### config.mk
export PLATFORM = sky130hd
export DESIGN_NAME = sync_ram_init_flat
export DESIGN_NICKNAME = d
export VERILOG_FILES = /design/src/rtl/sync_ram_pkg.sv /design/src/rtl/sync_ram_init_if.sv /design/src/rtl/ram_init_ctrl.sv /design/src/rtl/sync_ram_init.sv /design/src/flat_wrapper.sv
export SDC_FILE = /design/constraint.sdc
export NUM_CORES = 1
export LEC_CHECK = 0
export CORE_MARGIN = 2
export CORE_UTILIZATION = 55
export DETAILED_ROUTE_END_ITERATION = 7
export PLACE_DENSITY = 0.72
export SKIP_CTS_REPAIR_TIMING = 1
export SLEW_MARGIN = 10
export SYNTH_ARGS = -nofsm -noshare
export SYNTH_HDL_FRONTEND = slang
export SYNTH_SLANG_ARGS = --single-unit
### constraint.sdc
create_clock -name clk -period 3.4 [get_ports clk]
set_input_delay 0.68 -clock clk [delete_from_list [all_inputs] [get_ports clk]]
set_output_delay 0.68 -clock clk [all_outputs]
set_load 0.01 [all_outputs]
### src/rtl/sync_ram_pkg.sv
// Shared types and helpers for the sync_ram_init block.
// The parity helper is only used when SYNC_RAM_PARITY_EN is defined.
package sync_ram_pkg;

    typedef enum logic {
        ST_INIT = 1'b0,
        ST_RUN  = 1'b1
    } state_e;

    localparam int RDW_OLD = 0;
    localparam int RDW_NEW = 1;

    // Even parity bit: makes the total number of ones (data + bit) even.
    function automatic logic even_parity(input logic [63:0] d);
        return ^d;
    endfunction

endpackage

### src/rtl/sync_ram_init_if.sv
// Request/response bus of sync_ram_init.
// With SYNC_RAM_PARITY_EN defined the bus also carries par_inj / par_err.
interface sync_ram_init_if #(
    parameter int DATA_W = 8,
    parameter int ADDR_W = 4
);
    logic              req;
    logic              we;
    logic [ADDR_W-1:0] addr;
    logic [DATA_W-1:0] din;
    logic              ready;
    logic [DATA_W-1:0] dout;
    logic              dout_valid;
    logic              init_done;
`ifdef SYNC_RAM_PARITY_EN
    logic              par_inj;
    logic              par_err;
`endif

    modport master (
`ifdef SYNC_RAM_PARITY_EN
        output par_inj,
        input  par_err,
`endif
        output req, we, addr, din,
        input  ready, dout, dout_valid, init_done
    );

    modport slave (
`ifdef SYNC_RAM_PARITY_EN
        input  par_inj,
        output par_err,
`endif
        input  req, we, addr, din,
        output ready, dout, dout_valid, init_done
    );
endinterface

### src/rtl/ram_init_ctrl.sv
// Sweep controller for sync_ram_init: owns the INIT/RUN FSM, the sweep
// counter, ready/init_done, and selects between the sweep and the user
// access on the single write port of the array.
module ram_init_ctrl
    import sync_ram_pkg::*;
#(
    parameter int                ADDR_W    = 4,
    parameter int                DEPTH     = 16,
    parameter int                MEM_W     = 8,
    parameter logic [MEM_W-1:0]  INIT_WORD = '0
) (
    input  logic              clk,
    input  logic              rst_n,
    input  logic              req,
    input  logic              we,
    input  logic              in_range,
    input  logic [ADDR_W-1:0] addr,
    input  logic [MEM_W-1:0]  run_word,
    output logic              ready,
    output logic              init_done,
    output logic              accept,
    output logic              wr_en,
    output logic [ADDR_W-1:0] wr_addr,
    output logic [MEM_W-1:0]  wr_data
);

    localparam logic [ADDR_W-1:0] LAST_ADDR = ADDR_W'(DEPTH - 1);

    state_e            state;
    logic [ADDR_W-1:0] cnt;

    // Sweep FSM: one word per edge, ready/init_done registered on the last write.
    // NOTE: sequential state uses <= so every register samples pre-edge values.
    always_ff @(posedge clk or negedge rst_n) begin
        if (!rst_n) begin
            state     <= ST_INIT;
            cnt       <= '0;
            ready     <= 1'b0;
            init_done <= 1'b0;
        end else begin
            case (state)
                ST_INIT: begin
                    if (cnt == LAST_ADDR) begin
                        state     <= ST_RUN;
                        ready     <= 1'b1;
                        init_done <= 1'b1;
                    end else begin
                        cnt <= cnt + 1'b1;
                    end
                end
                ST_RUN: begin
                end
                default: state <= ST_INIT;
            endcase
        end
    end

    assign accept = ready & req;

    // Write-port mux: the sweep owns the port until the FSM reaches ST_RUN.
    // NOTE: every output gets a default first so no latch is inferred.
    always_comb begin
        wr_en   = 1'b0;
        wr_addr = addr;
        wr_data = run_word;
        if (state == ST_INIT) begin
            wr_en   = 1'b1;
            wr_addr = cnt;
            wr_data = INIT_WORD;
        end else begin
            wr_en = accept & we & in_range;
        end
    end

endmodule

### src/rtl/sync_ram_init.sv
// Single-port synchronous RAM with a reset-time init sweep, registered read
// port (one-cycle latency, dout_valid strobe) and selectable read-during-write.
// Optional macro SYNC_RAM_PARITY_EN adds a stored even-parity bit per word.
// The bus interface must be instantiated with the same DATA_W/ADDR_W.
module sync_ram_init
    import sync_ram_pkg::*;
#(
    parameter int               DATA_W   = 8,
    parameter int               ADDR_W   = 4,
    parameter int               DEPTH    = 16,
    parameter int               RDW_MODE = RDW_OLD,
    parameter logic [DATA_W-1:0] INIT_VAL = '0
) (
    input  logic            clk,
    input  logic            rst_n,
    sync_ram_init_if.slave  bus
);

`ifdef SYNC_RAM_PARITY_EN
    localparam int               MEM_W     = DATA_W + 1;
    localparam logic [MEM_W-1:0] INIT_WORD = {even_parity(64'(INIT_VAL)), INIT_VAL};
`else
    localparam int               MEM_W     = DATA_W;
    localparam logic [MEM_W-1:0] INIT_WORD = INIT_VAL;
`endif

    logic [MEM_W-1:0]  mem [DEPTH];
    logic              in_range;
    logic              accept;
    logic              wr_en;
    logic [ADDR_W-1:0] wr_addr;
    logic [MEM_W-1:0]  wr_data;
    logic [MEM_W-1:0]  run_word;
    logic [MEM_W-1:0]  resp_word;
    logic [DATA_W-1:0] dout_q;
    logic              dout_valid_q;

    assign in_range = (32'(bus.addr) < DEPTH);

`ifdef SYNC_RAM_PARITY_EN
    assign run_word = {even_parity(64'(bus.din)) ^ bus.par_inj, bus.din};
`else
    assign run_word = bus.din;
`endif

    ram_init_ctrl #(
        .ADDR_W    (ADDR_W),
        .DEPTH     (DEPTH),
        .MEM_W     (MEM_W),
        .INIT_WORD (INIT_WORD)
    ) u_ctrl (
        .clk       (clk),
        .rst_n     (rst_n),
        .req       (bus.req),
        .we        (bus.we),
        .in_range  (in_range),
        .addr      (bus.addr),
        .run_word  (run_word),
        .ready     (bus.ready),
        .init_done (bus.init_done),
        .accept    (accept),
        .wr_en     (wr_en),
        .wr_addr   (wr_addr),
        .wr_data   (wr_data)
    );

    // Storage array write port.
    // NOTE: the array has no reset; the sweep defines its contents after reset.
    always_ff @(posedge clk) begin
        if (wr_en) begin
            mem[wr_addr] <= wr_data;
        end
    end

    // Response word: stored word, or the word being written in write-through mode.
    always_comb begin
        resp_word = mem[bus.addr];
        if (bus.we && (RDW_MODE == RDW_NEW)) begin
            resp_word = run_word;
        end
    end

    // Registered read port: updated by every accepted access, zeros when out of range.
    always_ff @(posedge clk or negedge rst_n) begin
        if (!rst_n) begin
            dout_q       <= '0;
            dout_valid_q <= 1'b0;
        end else begin
            dout_valid_q <= accept;
            if (accept) begin
                dout_q <= in_range ? resp_word[DATA_W-1:0] : '0;
            end
        end
    end

    assign bus.dout       = dout_q;
    assign bus.dout_valid = dout_valid_q;

`ifdef SYNC_RAM_PARITY_EN
    logic par_err_q;

    // Parity check registered alongside dout; low whenever no response is presented.
    always_ff @(posedge clk or negedge rst_n) begin
        if (!rst_n) begin
            par_err_q <= 1'b0;
        end else begin
            par_err_q <= accept && in_range &&
                         (even_parity(64'(resp_word[DATA_W-1:0])) != resp_word[DATA_W]);
        end
    end

    assign bus.par_err = par_err_q;
`endif

endmodule
### src/flat_wrapper.sv
// flat-port wrapper written by rule: the top's interface ports become plain ports
module sync_ram_init_flat import sync_ram_pkg::*;
#(
    parameter int               DATA_W   = 8,
    parameter int               ADDR_W   = 4,
    parameter int               DEPTH    = 16,
    parameter int               RDW_MODE = RDW_OLD,
    parameter logic [DATA_W-1:0] INIT_VAL = '0
)
  (clk, rst_n, bus_req, bus_we, bus_addr, bus_din, bus_ready, bus_dout, bus_dout_valid, bus_init_done);
  sync_ram_init_if #(.DATA_W(DATA_W), .ADDR_W(ADDR_W)) bus_i ();
  input  logic clk;
  input  logic rst_n;
  input wire logic [$bits(bus_i.req)-1:0] bus_req;
  input wire logic [$bits(bus_i.we)-1:0] bus_we;
  input wire logic [$bits(bus_i.addr)-1:0] bus_addr;
  input wire logic [$bits(bus_i.din)-1:0] bus_din;
  output wire logic [$bits(bus_i.ready)-1:0] bus_ready;
  output wire logic [$bits(bus_i.dout)-1:0] bus_dout;
  output wire logic [$bits(bus_i.dout_valid)-1:0] bus_dout_valid;
  output wire logic [$bits(bus_i.init_done)-1:0] bus_init_done;
  assign bus_i.req = bus_req;
  assign bus_i.we = bus_we;
  assign bus_i.addr = bus_addr;
  assign bus_i.din = bus_din;
  assign bus_ready = bus_i.ready;
  assign bus_dout = bus_i.dout;
  assign bus_dout_valid = bus_i.dout_valid;
  assign bus_init_done = bus_i.init_done;
  sync_ram_init #(.DATA_W(DATA_W), .ADDR_W(ADDR_W), .DEPTH(DEPTH), .RDW_MODE(RDW_MODE), .INIT_VAL(INIT_VAL)) u_core (.clk(clk), .rst_n(rst_n), .bus(bus_i));
endmodule
Yosys cells after proc, flatten, opt, wreduce, memory -nomap -nowiden
Memory sizes are Yosys's and may differ from the RTL's. A register that Yosys moved wholly into a read port is not among the register bits.
Index checks and enable logic that the tools add are counted.
W data, S select, Z words.
{"block": "classes", "n_addsub": 1, "eq_ne": 1, "n_mux": 7, "n_bitwise": 4, "reduce_logical": 3}
{"operator": "$mux W8", "count": 1}
{"operator": "$mux W1", "count": 5}
{"operator": "$add A4 B1 Y4 const B", "count": 1}
{"operator": "$eq A4 B4 Y1 const B", "count": 1}
{"operator": "$mux W4", "count": 1}
{"operator": "$reduce_and A2 Y1", "count": 2}
{"operator": "$and A1 B1 Y1", "count": 2}
{"operator": "$not A1 Y1", "count": 2}
{"operator": "$logic_not A1 Y1", "count": 1}
{"block": "word_totals", "reg_bits": 7, "ram_bits": 128, "inputBits": 16, "output_inout_bits": 11, "mem_count": 1}
{"memory": "u_core.mem", "depth": 16, "width": 8, "rd": 1, "rd_clocked_by_memory_dff": 1, "wr": 1, "line": "sync_ram_init.sv:27", "source": "logic [MEM_W-1:0] mem [DEPTH];"}

Longest topological paths before layout
Gate-level depths: netlist (run 1).
{"block": "logic_depth", "depth_word": 5, "ltp_mapped": 7}

Modules after synthesis
A second synthesis (run 1) with hierarchy kept.
{"block": "unflattened", "hier_cells": 279, "area_unflattened_um2": 5756.8}
{"mod": "sync_ram_init", "instances": 1, "cells_per_inst": 242, "area_each_um2": 5360.1, "seq_area_each_um2": 4068.9}
{"mod": "ram_init_ctrl", "instances": 1, "cells_per_inst": 37, "area_each_um2": 396.6, "seq_area_each_um2": 150.1}

Least setup slack after synthesis (run 1)
OpenSTA, ideal clock, no wires.
{"block": "synth_path", "path_type": "input to register", "start": "in bus_addr[1]", "end": "mem u_core.mem[0][0] (enable)", "t_arrival_ns": 1.701, "required_ns": 3.030, "path_slack_ns": 1.328, "path_stages": 6, "path_cell_list": "buf_4 -> buf_6 -> buf_6 -> nor2_1 -> a21oi_2 -> nor2_1"}
{"block": "synth_between", "elab_chain_cells": 1}
{"item": "from (decl)", "line": "flat_wrapper.sv:16", "source": "input wire logic [$bits(bus_i.addr)-1:0] bus_addr;"}
{"item": "$mux W4", "line": "ram_init_ctrl.sv:66", "source": "if (state == ST_INIT) begin"}
{"item": "to (decl)", "line": "sync_ram_init.sv:27"}
Every way passes these cells.

Worst setup path in the final report (run 1)
{"block": "layout_path", "start": "reg u_core.u_ctrl.state", "end": "mem u_core.mem[6][1] (enable)"}
{"block": "layout_between", "elab_chain_cells": 3, "elab_cells_between_ends": 4, "classes_between": "mux: 4"}
{"item": "from (decl)", "line": "ram_init_ctrl.sv:29", "source": "state_e state;"}
{"item": "from (signal assigned)", "line": "ram_init_ctrl.sv:36", "source": "state <= ST_INIT;"}
{"item": "from (signal assigned)", "line": "ram_init_ctrl.sv:44", "source": "state <= ST_RUN;"}
{"item": "from (signal assigned)", "line": "ram_init_ctrl.sv:53", "source": "default: state <= ST_INIT;"}
{"item": "$mux W1", "line": "ram_init_ctrl.sv:66"}
{"item": "$mux W1", "line": "sync_ram_init.sv:70", "source": "if (wr_en) begin"}
{"item": "$mux W1 (implied by the code)", "line": "sync_ram_init.sv:71", "source": "mem[wr_addr] <= wr_data;"}
Parallel ways exist; a longest one is shown, timed or not.

==> results of run 1 <==
-- cell usage in the layout (no fill, tap or decap), types with 2 or more instances in the layout --
| cell type | Yosys | layout |
|---|---|---|
| sky130_fd_sc_hd__a21oi_1 | 2 | 2 |
| sky130_fd_sc_hd__nand3_1 | 17 | 17 |
| sky130_fd_sc_hd__edfxtp_1 | 128 | 128 |
| sky130_fd_sc_hd__nand4_1 | 9 | 9 |
| sky130_fd_sc_hd__a22oi_2 | 3 | 3 |
| sky130_fd_sc_hd__a31oi_1 | 3 | 3 |
| sky130_fd_sc_hd__clkinvlp_4 | 0 | 2 |
| sky130_fd_sc_hd__clkinv_2 | 0 | 7 |
| sky130_fd_sc_hd__a22oi_1 | 21 | 21 |
| sky130_fd_sc_hd__dfrtp_1 | 15 | 15 |
| sky130_fd_sc_hd__nor2_1 | 23 | 23 |
| sky130_fd_sc_hd__clkbuf_16 | 0 | 19 |
| sky130_fd_sc_hd__nor2b_1 | 2 | 2 |
| sky130_fd_sc_hd__mux2i_1 | 65 | 65 |
| sky130_fd_sc_hd__o22ai_1 | 2 | 2 |
| sky130_fd_sc_hd__clkdlybuf4s50_1 | 0 | 25 |
| sky130_fd_sc_hd__mux2_2 | 2 | 2 |
| sky130_fd_sc_hd__buf_4 | 5 | 5 |
| sky130_fd_sc_hd__nand2_1 | 32 | 32 |
| sky130_fd_sc_hd__inv_1 | 4 | 4 |
| sky130_fd_sc_hd__and2_1 | 9 | 9 |
| sky130_fd_sc_hd__clkbuf_8 | 0 | 2 |
-- layer usage --
| metal | GRT usage (%) | share of wire [%] | vias to the layer above |
|---|---|---|---|
| met5 | 0 | 0 | - |
| met4 | 9.18 | 1.4 | 0 |
| met3 | 7.36 | 7.5 | 13 |
| met2 | 36.0 | 48 | 137 |
| met1 | 32.1 | 43 | 1602 |
| li1 | - | - | 1461 |
-- per-stage QoR --
step | total power, mW | setup slack [ns] | area [um2]
after floorplan | 2.11 | 1.33 | 5820
after global placement | 2.20 | 0.749 | 6130
after detailed placement | 2.20 | 0.709 | 6130
after CTS | 3.98 | 1.05 | 6710
after global routing | 4.07 | 0.911 | 6710
final | 3.96 | 1.06 | 6710
-- cell type report --
cell class / instances / area [um2] / area share [%]
inverters: 4 / 15.0 / 0.224
repair buffers: 31 / 308 / 4.59
well taps: 136 / 170 / 2.53
flip-flops and latches: 143 / 4220 / 62.9
clock inverters: 10 / 80.1 / 1.19
multi-input cells: 201 / 1410 / 21.1
clock buffers: 22 / 507 / 7.55
-- power by group through the flow --
stage          Clock, mW  Combinational (mW)  Sequential, mW
2_1_floorplan          0               0.126            1.98
3_3_place_gp           0               0.221            1.98
3_5_place_dp           0               0.224            1.98
4_1_cts             1.81               0.225            1.94
5_1_grt             1.89               0.242            1.94
6_report            1.79               0.224            1.94
-- path summary, 6_finish.rpt --
kind / slack (ns) / startpoint / depth (start not counted) / to
max: 1.06 / u_core.u_ctrl.state / 3 / u_core.mem[6][1]
min: 0.48 / u_core.bus.dout[3] / 2 / u_core.bus.dout[3]
max reg2reg: 1.06 / u_core.u_ctrl.state / 3 / u_core.mem[6][1]
min reg2reg: 0.48 / u_core.bus.dout[3] / 2 / u_core.bus.dout[3]
max in group asynchronous: 2.39 / rst_n / 1 / u_core.bus.dout[6]
min in group asynchronous: 0.57 / rst_n / 1 / u_core.bus.dout_valid
-- cell families after synthesis --
group           share of synthesized area (%)
compound gates                           4.36
flops                                    72.5
mux                                      11.6
simple gates                             7.85
fa+ha+maj                               0.215
buf+inv                                  3.22
xor+xnor                                0.301
-- sequential cells by signal, indices dropped and copies added (netlist names) --
name,flops
u_core.mem,128
u_core.bus.dout,8
u_core.u_ctrl.cnt,4
u_core.bus.dout_valid,1
u_core.u_ctrl.init_done,1
u_core.u_ctrl.state,1
-- critical path, delay by kind of cell, from the launching register on --
family,cells,cell delay [ns]
multiplexers,1,0.37
AND/OR/NAND/NOR,2,0.81
flip-flops,1,0.78
==> run summary, run 1 <==
The number of endpoints failing setup at the final stage is 0. The final HPWL from detailed placement came out at 7930 um. The worst path uses 68.9% of the clock period. The count of cell types in the netlist came out at 32. For this configuration, the core starts out at a cell density of 56.6%. Input and output buffers added on the ports amount to 26.

The core occupancy in the finished layout is between 60 and 70%. The dominant cell type by area after synthesis is sky130_fd_sc_hd__edfxtp_1. The commonest cells after synthesis are 128 x sky130_fd_sc_hd__edfxtp_1, 65 x sky130_fd_sc_hd__mux2i_1, 32 x sky130_fd_sc_hd__nand2_1, 23 x sky130_fd_sc_hd__nor2_1, 21 x sky130_fd_sc_hd__a22oi_1. The global-route usage over all layers is a little under a quarter. The dominant cell by count in the synthesized netlist is sky130_fd_sc_hd__edfxtp_1.

The number of sinks driven by the clock tree is 143. The tightest min-delay check is of the reg -> reg type. The number of non-filler instances in the completed layout came out at 547.

The starting DRC count in detailed routing came out at 327. The share of total power dissipated in combinational logic is under 10%. The largest net degree at the start of global routing came out at 65. The setup TNS is 0 ns. The first global-routing pass estimated around 19000 um of wire. STA classifies the critical path endpoint as a flip-flop.

The overall overflow remaining after global route came out at 0. The number of nets in the synthesized netlist came out at 384. The total area inside the core boundary comes to 0.0103 mm2.

The share of layout cells above drive strength 1 came out at between 10% and 20%. The net switching power is 824 uW. Dividing the detail-routed wire length by the instance count gives between 20 and 25 um. Setup repair after global routing left no endpoint under its margin.

Of the total power, registers draw 49.1%. The total power density per cell area came out at around 590 mW/mm2. In this run, synthesis inferred 128 flip-flops with an integrated enable.

The number of global-route vias before repair came to approximately 3300. The worst supply voltage drop on vdd is around 0.32 mV. The clock tree from TritonCTS is yes. The total of fill cells in the finished design is 744. Measured against its own limit, the worst slew margin works out to 45.5%. The power share of the clock group is 45.3%. The post-route clock skew came out at 0.00715 ns. The most used flip-flop cell after synthesis is sky130_fd_sc_hd__edfxtp_1. The boundary pin count is 27. The clock transition time at the flip-flop clock pins of the worst setup and hold paths is 0.06 ns. In this run the core area contains 37 standard-cell rows.

The maximum clock frequency came out at 427 MHz. CTS placed an instance of sky130_fd_sc_hd__clkbuf_8 at the clock tree root. The number of buffers inserted during clock tree synthesis came out at 17. The detailed router placed 3213 vias in this run. The insertion delay to the later sink of the worst-skew pair came out at ~0.52 ns. The number of search-and-repair iterations in the first detailed-routing pass came out at 6. The area of the die came out at between 0.01 and 0.015 mm2. The diode insertion count for antenna repair came out at 0.

The post-detailed-route count of antenna-violating nets came out at 0. The transition time of the tightest slew-check pin came out at 0.817 ns. The internal power of the cells totals 3.13 mW.

The maximum level of the CTS H-tree came out at 4. The number of antenna violations at the first check in global routing came to 0. In this run the horizontal extent of the chip is roughly 110 um. The run finished with clean final reports. The total leakage power is 2.40 nW. The total length of routed wires is 12400 um.

After synthesis, the cell types taking the most area are sky130_fd_sc_hd__edfxtp_1 66%, sky130_fd_sc_hd__mux2i_1 11%, sky130_fd_sc_hd__dfrtp_1 6.4%. The critical path in this run is classified as reg -> reg. The number of pins exceeding their max-slew limit in the final report came out at 0. In the synthesized netlist the async set-or-reset flop fraction comes to 10.5%. The signal on the critical path passes through mux2i_1 -> nand2_1 -> nor2_1. The flop and latch count out of synthesis is 143.

On the worst path, the slowest cell contributes a delay of 0.78 ns. The instance count after placement with tap cells included is 515. The hold violation count in the final report came out at 0. The cell with the biggest individual delay on the critical path is sky130_fd_sc_hd__dfrtp_1. The area share of the largest cell type after synthesis is 66.0%. No sink is reached through more buffers than the 2 on the longest clock path. The mean instance size in the synthesized netlist came out at 15.9 um2. The mapped netlist covers 0.00582 mm2. The maximum fanout along the worst path came out at 24.

STA classifies the critical path startpoint as a flip-flop. Dividing the detail-routed via count by the number of cells gives 5.87. At the worst endpoint, the required time is 3.55 ns. The floorplan die height came out at 107 um. For this run, the number of Yosys warnings is 0. The time the final worst path needs with I/O delays and setup is ~2.3 ns. The synthesis-to-finish area growth came out at 15.3%. The arrival time reported for the critical path endpoint is 2.50 ns.

The number of max-capacitance violations reported is 0. For this run, the register share of the synthesized area comes to ~72%. The post-layout net count came out at 415. The detailed-route DRC error count is 0. The worst slack on hold paths came out at 0.480 ns. The placer's final routability congestion estimate came out at 0.882. The switching part of the total came out at 20.8%. Synthesis handed over a netlist of 367 instances.
Note: power is estimated with default switching activity, not from simulation.
==> run 2, diff against run 1 <==
--- a/config.mk
+++ b/config.mk
@@ -6,9 +6,9 @@
 export NUM_CORES = 1
 export LEC_CHECK = 0
 export CORE_MARGIN = 2
-export CORE_UTILIZATION = 55
+export CORE_UTILIZATION = 54
 export DETAILED_ROUTE_END_ITERATION = 7
-export PLACE_DENSITY = 0.72
+export PLACE_DENSITY = 0.73
 export SKIP_CTS_REPAIR_TIMING = 1
 export SLEW_MARGIN = 10
 export SYNTH_ARGS = -nofsm -noshare
==> constraint.sdc (replaced) <==
create_clock -name clk -period 1.95 [get_ports clk]
set_input_delay 0.39 -clock clk [delete_from_list [all_inputs] [get_ports clk]]
set_output_delay 0.39 -clock clk [all_outputs]
set_load 0.01 [all_outputs]
==> run 2 against run 1 <==
Setup slack got worse by 0.99 ns; critical endpoint is now bus_ready; critical path type is now reg -> out; first-iteration DRC count decreased by 17%; hold slack got worse by 0.28 ns; critical path depth decreased by 2; register-to-register slack got worse by 0.88 ns; cell count increased by 6.2%; sequential share of layout area decreased by 2.4 points.
==> run summary, run 2 (same netlist as run 1, synthesis figures left out) <==
The number of standard-cell rows in the floorplan came out at 37. Buffers inserted during clock tree synthesis total 17. The cell area reported after detailed placement came out at 0.00641 mm2. The worst setup path is captured at an output port. The number of endpoints failing setup at the final stage came out at 0. The count of buffer and inverter cells on the critical path came out at 1. Broken down by cell family, the worst path's largest delay share belongs to buffers and inverters. The number of port buffers is 26. In the routed design, unresolved DRC markers number 0.

The global-route usage over all layers came out at between 20% and 30%. Entering global routing, the biggest net connects 29 pins. The final HPWL from detailed placement came out at 8540 um. The worst register-to-register path begins at u_core.u_ctrl.state. The share of layout cells above drive strength 1 is about 18%.

The clock tree from TritonCTS is yes. The total power density per cell area came out at 988 mW/mm2. The most common cell after layout, fill and taps aside is sky130_fd_sc_hd__edfxtp_1. The cell with the biggest individual delay on the critical path is sky130_fd_sc_hd__clkdlybuf4s50_1. The number of pins exceeding their max-slew limit in the final report came out at 0.

The post-route clock skew is 0.00334 ns. Timing analysis after detailed placement gives a worst setup slack of -0.167 ns. The flow ran to the end, and the final reports show no timing, DRC or antenna violations. The starting DRC count in detailed routing came out at about 270. The repair_antennas step left the layout with diodes totalling 0. The category of the worst setup path launch point is a flip-flop. The path length in cells of the critical path is 1. In the final routed layout, each cell accounts on average for 22.2 um.

The die span in x is 108 um. Setup repair after global routing left no endpoint under its margin. Once the floorplan was initialized, standard cells occupied 55.9% of the core. The arrival time reported for the critical path endpoint came out at ~1.5 ns. Summed over all layers, the routed wires come to between 10000 and 15000 um. Summed over all layers, the global routing overflow is 0. In this run the static leakage power is 2.56 nW. The worst supply voltage drop on vdd came out at 0.599 mV.

The minimum setup slack in the final design came out at 0.0724 ns. The maximum clock frequency is 533 MHz. The summed area of non-filler cells in the final layout came out at between 0.006 and 0.007 mm2. The number of search-and-repair iterations in the first detailed-routing pass is 5. The tightest min-delay check is of the in -> async type. The required time of the worst setup path is 1.56 ns. From synthesis to final layout, the design area changed by 19.9%. The placer's final routability congestion estimate came out at 0.886. The clock tree root driver cell is sky130_fd_sc_hd__clkbuf_8. The number of antenna violations at the first check in global routing came to 0.

The flip-flop count of the largest register, all copies and words added is 128. The maximum level of the CTS H-tree came out at 4. Ranked by flip-flop count, first place goes to u_core.mem. The critical path in this run is classified as reg -> out. The maximum clock path buffer count is 2.

The maximum single-stage delay on the critical path came out at ~0.55 ns. The remaining max-slew budget at the tightest pin is roughly half. Subtracting the final worst setup slack from the clock period gives 1.88 ns. The clock transition time at the flip-flop clock pins of the worst setup and hold paths is roughly 0.060 ns. The first-pass GRT wire length came out at 19700 um. The signal on the critical path passes through clkdlybuf4s50_1. In the layout the commonest cells are 128 x sky130_fd_sc_hd__edfxtp_1, 65 x sky130_fd_sc_hd__mux2i_1, 38 x sky130_fd_sc_hd__buf_4. The total core area came out at 0.0104 mm2.

Measured in cells, the most critical reg-to-reg path has a length of 5. The post-layout net count is 450. At the pin with the least slew margin, the transition time is 0.777 ns. In this run the remaining antenna-violating nets after routing total 0. The die covers between 0.01 and 0.015 mm2. The final worst-path cycle share is between 90 and 100%. The boundary pin count came out at 27. The final total power came out at 6.90 mW. In this run the worst path has a maximum fanout of 6.

The worst slack on hold paths came out at 0.204 ns. The number of vias after detailed routing came out at 3486. The hold violation count in the final report came out at 0. The insertion delay to the later sink of the worst-skew pair came out at 0.53 ns. Counting every sink on the clock net gives between 100 and 150. In the routed layout, each cell is associated on average with a via count of 6.00. Tracing the worst setup path back leads to its startpoint at u_core.u_ctrl.init_done. The number of max-capacitance violations reported is 0.

The number of global-route vias before repair is 3446. The die is 108 um tall.
[run 2: power breakdown]
part / internal (mW) / leakage (nW) / switching [mW] / total [mW]
Combinational: 0.185 / 0.984 / 0.241 / 0.425
Sequential: 3.37 / 1.31 / 0.0206 / 3.39
Clock: 1.92 / 0.267 / 1.16 / 3.08
[run 2: final cells by class]
cell class,instances,area (um2)
clock buffer,18,418
multi-input combinational,201,1410
fill,711,3430
sequential,143,4220
inverter,4,15.0
clock inverter,13,148
timing repair buffer,66,596
tap,136,170
[run 2: through the flow]
step                utilization (%)  cells  setup TNS [ns]
floorplan                         -    367               0
global placement               61.6    550           -8.03
detailed placement             61.6    550          -15.15
CTS                            67.0    581        -0.00528
global route                   67.0    581               0
finish                         67.0    581               0
[run 2: worst paths after layout]
kind | end | slack [ns]
worst max-delay path | bus_ready | 0.07
worst max register to register | u_core.mem[0][7] | 0.18
min in group clk | u_core.bus.dout[0] | 0.49
max in group asynchronous | u_core.u_ctrl.state | 1.55
worst min-delay path | u_core.u_ctrl.cnt[2] | 0.20
worst min register to register | u_core.bus.dout[0] | 0.49
[run 2: per-layer routing]
metal	wire length (um)	GRT usage, %
met5	0	0
met4	605	13.8
met3	966	7.14
met2	6150	38.2
met1	5170	30.8
